`src/rtl/rv32_alu_sequencer.sv`:
```
// Two-pass RV32 ALU sequencer driving a shared 16-bit adder slice (low half, then high half).
// Define ALU_SEQ_SLT_EN to implement SLT/SLTU; otherwise opcodes 101/110 complete as illegal.
module rv32_alu_sequencer (
   input  logic        i_clk,
   input  logic        i_rst_n,
   input  logic        i_valid,
   output logic        o_ready,
   input  logic [2:0]  i_op,
   input  logic [31:0] i_operand_a,
   input  logic [31:0] i_operand_b,
   output logic        o_valid,
   input  logic        i_result_ready,
   output logic [31:0] o_result,
   output logic        o_illegal,
   output logic [15:0] o_adder_op_one,
   output logic [15:0] o_adder_op_two,
   output logic        o_adder_c_in,
   output logic [1:0]  o_adder_sel,
   input  logic [15:0] i_adder_result,
   input  logic        i_adder_carry_out
);

   typedef enum logic [1:0] {S_IDLE, S_LO, S_HI, S_DONE} state_t;

   state_t             state;
   logic [2:0]         op_q;
   logic [31:0]        a_q;
   logic [31:0]        b_q;
   logic [15:0]        lo_q;
   logic               carry_q;
   logic signed [31:0] diff;
   logic [31:0]        next_result;
   logic               next_illegal;
`ifdef ALU_SEQ_SLT_EN
   logic               b_sign;
   logic               ovf;
`endif

   function automatic logic op_legal(input logic [2:0] op);
`ifdef ALU_SEQ_SLT_EN
      return op != 3'b111;
`else
      return op <= 3'b100;
`endif
   endfunction

   // Ops whose B operand is latched inverted and whose LO pass starts with carry-in 1.
   function automatic logic op_inverts(input logic [2:0] op);
`ifdef ALU_SEQ_SLT_EN
      return (op == 3'b001) || (op == 3'b101) || (op == 3'b110);
`else
      return op == 3'b001;
`endif
   endfunction

   function automatic logic op_arith(input logic [2:0] op);
      return (op == 3'b000) || op_inverts(op);
   endfunction

   function automatic logic [1:0] op_sel(input logic [2:0] op);
      case (op)
         3'b010:  return 2'b01;
         3'b011:  return 2'b10;
         3'b100:  return 2'b11;
         default: return 2'b00;
      endcase
   endfunction

   assign next_illegal = ~op_legal(op_q);

   always_comb begin
      diff        = {i_adder_result, lo_q};
      next_result = '0;
`ifdef ALU_SEQ_SLT_EN
      b_sign = ~b_q[31];
      ovf    = (a_q[31] != b_sign) && (diff[31] != a_q[31]);
`endif
      case (op_q)
         3'b000, 3'b001, 3'b010, 3'b011, 3'b100: next_result = diff;
`ifdef ALU_SEQ_SLT_EN
         3'b101: next_result = {31'b0, diff[31] ^ ovf};
         3'b110: next_result = {31'b0, ~i_adder_carry_out};
`endif
         default: next_result = '0;
      endcase
   end

   always_comb begin
      o_adder_op_one = '0;
      o_adder_op_two = '0;
      o_adder_c_in   = 1'b0;
      o_adder_sel    = 2'b00;
      case (state)
         S_LO: begin
            o_adder_op_one = a_q[15:0];
            o_adder_op_two = b_q[15:0];
            o_adder_c_in   = op_inverts(op_q);
            o_adder_sel    = op_sel(op_q);
         end
         S_HI: begin
            o_adder_op_one = a_q[31:16];
            o_adder_op_two = b_q[31:16];
            o_adder_c_in   = op_arith(op_q) & carry_q;
            o_adder_sel    = op_sel(op_q);
         end
         default: ;
      endcase
   end

   always_ff @(posedge i_clk or negedge i_rst_n) begin
      if (!i_rst_n) begin
         state     <= S_IDLE;
         o_ready   <= 1'b1;
         o_valid   <= 1'b0;
         o_result  <= '0;
         o_illegal <= 1'b0;
         carry_q   <= 1'b0;
      end else begin
         case (state)
            S_IDLE: begin
               if (i_valid) begin
                  state   <= S_LO;
                  o_ready <= 1'b0;
               end
            end
            S_LO: begin
               carry_q <= i_adder_carry_out;
               state   <= S_HI;
            end
            S_HI: begin
               carry_q   <= i_adder_carry_out;
               o_result  <= next_result;
               o_illegal <= next_illegal;
               state     <= S_DONE;
            end
            S_DONE: begin
               // Result sits registered for a cycle before being offered.
               if (!o_valid) begin
                  o_valid <= 1'b1;
               end else if (i_result_ready) begin
                  o_valid <= 1'b0;
                  o_ready <= 1'b1;
                  state   <= S_IDLE;
               end
            end
            default: state <= S_IDLE;
         endcase
      end
   end

   always_ff @(posedge i_clk) begin
      if (state == S_IDLE && i_valid) begin
         op_q <= i_op;
         a_q  <= i_operand_a;
         b_q  <= op_inverts(i_op) ? ~i_operand_b : i_operand_b;
      end
      if (state == S_LO) begin
         lo_q <= i_adder_result;
      end
   end

endmodule

```
`config.mk`:
```
export PLATFORM = sky130hd
export DESIGN_NAME = rv32_alu_sequencer
export DESIGN_NICKNAME = d
export VERILOG_FILES = /design/src/rtl/rv32_alu_sequencer.sv
export SDC_FILE = /design/constraint.sdc
export NUM_CORES = 1
export LEC_CHECK = 0
export ABC_AREA = 1
export BUFFER_PORTS_ARGS = -buffer_cell sky130_fd_sc_hd__buf_2
export CAP_MARGIN = 20
export CORE_MARGIN = 2
export CORE_UTILIZATION = 43
export DETAILED_ROUTE_END_ITERATION = 8
export HOLD_SLACK_MARGIN = 0.08
export PLACE_DENSITY_LB_ADDON = 0.25
export SLEW_MARGIN = 20
export SYNTH_ARGS = -nofsm -noshare
export SYNTH_HDL_FRONTEND = slang
export SYNTH_SLANG_ARGS = --single-unit
```
`constraint.sdc`:
```
create_clock -name i_clk -period 3.79 [get_ports i_clk]
set_input_delay 0.379 -clock i_clk [delete_from_list [all_inputs] [get_ports i_clk]]
set_output_delay 0.379 -clock i_clk [all_outputs]
set_load 0.02 [all_outputs]
```
# [After elaboration in Yosys (flattened, before gate mapping)]
# Cells that the tools add are included.
[totals] register_bits=121 input_bits=88 word_cells=51
[op_classes] magnitude_cmp=1 n_eq_ne=11 mux=17 bitwise_logic=3 reduce_logical=9
[op_table] cell="2-to-1 mux 32 bit" count=2
[op_table] cell="case mux 16 bit (2 select lines)" count=2
[op_table] cell="NOT 32 bit" count=1
[op_table] cell="2-to-1 mux 2 bit" count=4
[op_table] cell="case mux 2 bit (4 select lines)" count=1
[op_table] cell="== test 3 x 1 -> 1 bit (second input constant)" count=2
[op_table] cell="== test 3 x 2 -> 1 bit (second input constant)" count=2
[op_table] cell="!= test 2 bit (second input constant)" count=3
[op_table] cell="case mux 2 bit (3 select lines)" count=1
[op_table] cell="2-to-1 mux 1 bit" count=5
[op_table] cell="OR reduction 5 bit" count=1
[op_table] cell="== test 2 bit (second input constant)" count=2
[op_table] cell="case mux 1 bit (2 select lines)" count=2
[op_table] cell="AND reduction 4 bit" count=1
[op_table] cell="== test 3 bit (second input constant)" count=1
[op_table] cell="less-or-equal comparator 3 bit (second input constant)" count=1
[op_table] cell="zero test 3 bit" count=1
[op_table] cell="AND reduction 3 bit" count=1
[op_table] cell="== test 2 x 1 -> 1 bit (second input constant)" count=1
[op_table] cell="zero test 2 bit" count=1
[op_table] cell="nonzero test 2 bit" count=1
[op_table] cell="OR reduction 2 bit" count=1
[op_table] cell="bitwise AND 1 bit" count=1
[op_table] cell="logical AND 1 bit" count=1
[op_table] cell="2 further kinds" count=2

# [Logic depth before layout (Yosys ltp)]
[logic_depth] word_depth=4 ltp_mapped=7

# [Worst setup path before layout]
# Ideal clock, no wire load.
[synth_path] path_type="reg-to-reg" startpoint="register state[0]" endpoint="register a_q[0] (enable)" t_arrival_ps=2036 slack_ps=1332 path_stages_with_launch=5 path_buffers=0 period_less_slack_ps=2458 path_cell_list="dfrtp_1 -> inv_1 -> ha_1 -> nand2_1 -> inv_1"
[synth_via] elab_chain_len=2
[synth_rtl] element="start, declared" line="25" text="state_t state;"
[synth_rtl] element="start signal, assigned" line="112" text="state <= S_IDLE;"
[synth_rtl] element="start signal, assigned" line="122" text="state <= S_LO;"
[synth_rtl] element="start signal, assigned" line="128" text="state <= S_HI;"
[synth_rtl] element="zero test 2 bit" line="152" text="if (state == S_IDLE && i_valid) begin"
[synth_rtl] element="logical AND 1 bit" line="152"
[synth_rtl] element="end signal, assigned" line="154" text="a_q <= i_operand_a;"
[synth_rtl] element="end, declared" line="27" text="logic [31:0] a_q;"
# No other way between the ends.
# A chain may end at the register's enable or synchronous reset.

# [Worst setup path after layout]
[layout_path] startpoint="register state[0]" endpoint="output o_adder_op_two[7]"
[layout_via] elab_chain_len=2
[layout_rtl] element="== test 2 bit / == test 2 x 1 -> 1 bit (equally long branches)" line="93" text="case (state)"
[layout_rtl] element="case mux 16 bit (2 select lines) *" line="93"
[layout_rtl] element="end, declared" line="16" text="output logic [15:0] o_adder_op_two,"
# Every way passes the cells marked *; elsewhere a longest branch is shown, timed or not.

==> flow_summary.ini <==
[die]
dieArea_mm2 = 0.0130
die_w_um = 114
die_h_um = 114
core-area_mm2 = 0.0119
pin_count = 158
fp-row-count = 40
start_util_pct = 43.5

[cells_and_area]
antenna_cells = 0
fin_nets = 772
area_delta_synth_final_pct = 28.2
drive_above_1_share_pct = 29.7

[timing]
post-route-period-util_pct = 72.9
report.final.slew_viol_count = 0
setup_viol = 0
clock.fmax_ghz = 0.362
period_needed_ps = 2760
rsz0062_at_grt = false
fin_setup_tns_ps = 0
finalClockSkew_ps = 6.75
worst_slew_margin_rel_pct = 39.1
worst_pin_slew_ps = 914
finalHoldViolations = 0

[placed_design]
gp_congestion = 0.779
io_buffers = 157
hpwl_mm = 7.81

[logic_synthesis]
synth-seq-area-share_pct = 66.4
synth_top_family_by_area = simple AND/OR/NAND/NOR gates
synthMuxAreaShare_pct = 0
yosysUniqueCellTypes = 19
synth_xor_area_share_pct = 0
synthCells = 520
synth_simple_gate_area_share_pct = 22.1
synth_ff_type = edfxtp_1
synth_fa_ha_area_share_pct = 1.45
synth_compound_area_share_pct = 3.89
avgSynthCellArea_um2 = 9.97
netlist_area_mm2 = 0.00518
yosysWarnings = 0
async_reset_ff_share_pct = 31.4
synth_fp_nets = 614
synth-edff-count = 83
ys_ff_latch = 121

[pwr]
p_per_area_mw_per_mm2 = 822
swShare_pct = 37.8
p_leak_nw = 3.28
power.internal_w = 0.00340
seqPwrFrac_pct = 36.3
power_w = 0.00546
pwr-share-comb_pct = 35.6
clkPwrFrac_pct = 28.1
peakVddDrop_mv = 0.285
p_switching_w = 0.00207

[setup_path]
crit_required_ps = 3410
worst-path-max-fanout = 20
critPathArrivalTime_ps = 2380
path_class = reg -> out
end_kind = output port
start_kind = flip-flop

[detailed_routing]
wl_per_cell_um = 14.1
drt_iter0_markers = 220
routed_wl_mm = 11.8
vias = 4022
drc_errors = 0
drt-pass1-iter-count = 4
antenna_left = 0
viasPerCell = 4.80

[cts]
holdBufCountCts = 0
cts.sinks = 121
cts_root_buffer = clkbuf_16
cts.repair.resized = 0
cts_buffers = 17
cts.htree.levels = 4
post_cts.repair.setup_buffers = 0
cts_tree = yes
clk_path_buf_depth = 2
clkTransAtPathRegs_ps = 50
clk_latency_ps = 400

[global_route]
grtUsageMet3_pct = 6.06
grt_pass1_vias = 3879
antenna_found_initial = 0
use_met1_pct = 23.1
grt_pass1_wl_mm = 18.6
track_usage_pct = 18.7
grt_overflow = 0
grt_start_max_net_pins = 43
grt-busiest-layer = met2
grt_util_met2_pct = 29.9

[run_status]
status = completed

[hold_path]
hp-class = in -> async

[flow_run]
max-cap-violations = 0
==> cells by family after synthesis <==
logic type,after synthesis
AO/OA/AOI/OAI,38
flip-flops,121
adder cells (fa/ha/maj),6
AND/OR/NAND/NOR,286
buffers and inverters,69
==> critical path, stage by stage (launching register included) <==
cell and delay [ps]:
dfrtp_1 390, inv_1 110, ha_1 370, inv_1 540, buf_4 330, a21oi_1 70
buf_2 160
==> routing by layer <==
metal,wire length (um),vias up
met3,903,17
met2,5470,143
met4,201,0
met1,5200,1877
li1,-,1985
met5,0,-
==> cell type report <==
type | count | area (um2)
clock buffer | 23 | 468
clock inverter | 9 | 98.8
fill | 1046 | 5270
inverter | 42 | 158
multi-input combinational | 330 | 1420
sequential | 121 | 3440
tap | 147 | 184
timing repair buffer | 166 | 868
==> path summary, 6_finish.rpt <==
| path | startpoint | endpoint | slack, ps | depth (start not counted) |
|---|---|---|---|---|
| max in group asynchronous | i_rst_n | o_result[24] | 3150 | 1 |
| hold / removal | i_rst_n | o_result[10] | 90 | 1 |
| setup / recovery | state[0] | o_adder_op_two[7] | 1030 | 6 |
| setup reg to reg | state[0] | a_q[27] | 1700 | 5 |
| min in group i_clk | i_operand_a[8] | a_q[8] | 150 | 1 |
| hold reg to reg | lo_q[6] | o_result[6] | 470 | 2 |
==> stage by stage <==
step	setup slack, ps	instance area, um2	instances	hold WS (ps)	util, %
after global routing	821	6650	838	119	55.8
after CTS	950	6630	837	105	55.7
after detailed placement	1390	6060	805	457	50.9
after floorplan	1330	5180	520	83.4	-
final	1030	6650	838	94.5	55.8
after global placement	1480	6050	804	450	50.8
==> Yosys cell counts (3+ instances only) <==
master,instances,area (um2)
dfrtp_1,37,926
a21oi_1,35,175
nor2_1,4,15.0
buf_4,3,22.5
edfxtp_1,83,2490
inv_1,41,154
buf_6,3,33.8
buf_2,20,100
nand2_1,240,901
nand3_1,35,175
ha_1,6,75.1
nand2_2,5,31.3
==> placed cells by master, fill, tap and decap left out, drive strengths merged <==
master / count
nand2: 245
buf: 166
edfxtp: 83
inv: 42
dfrtp: 37
a21oi: 35
nand3: 35
clkbuf: 23
ha: 6
clkinv: 5
nor2: 4
o21ai: 3
clkinvlp: 2
bufinv: 2
nor3: 1
or2: 1
dfstp: 1
==> sequential cells by signal (all words and copies together) (netlist names), 2 cells and up <==
signal / count
o_result: 32
b_q: 32
lo_q: 16
state: 2
a_q: 32
op_q: 3
==> power groups by stage <==
stage                     Sequential [W]  Combinational [W]  Clock [W]
after global routing             0.00202            0.00215    0.00163
after floorplan                  0.00218            0.00113          0
after global placement           0.00199            0.00194          0
after detailed placement         0.00201            0.00197          0
after CTS                        0.00198            0.00198    0.00156
final                            0.00198            0.00195    0.00153
No activity file was read; power rests on OpenSTA's default activity.
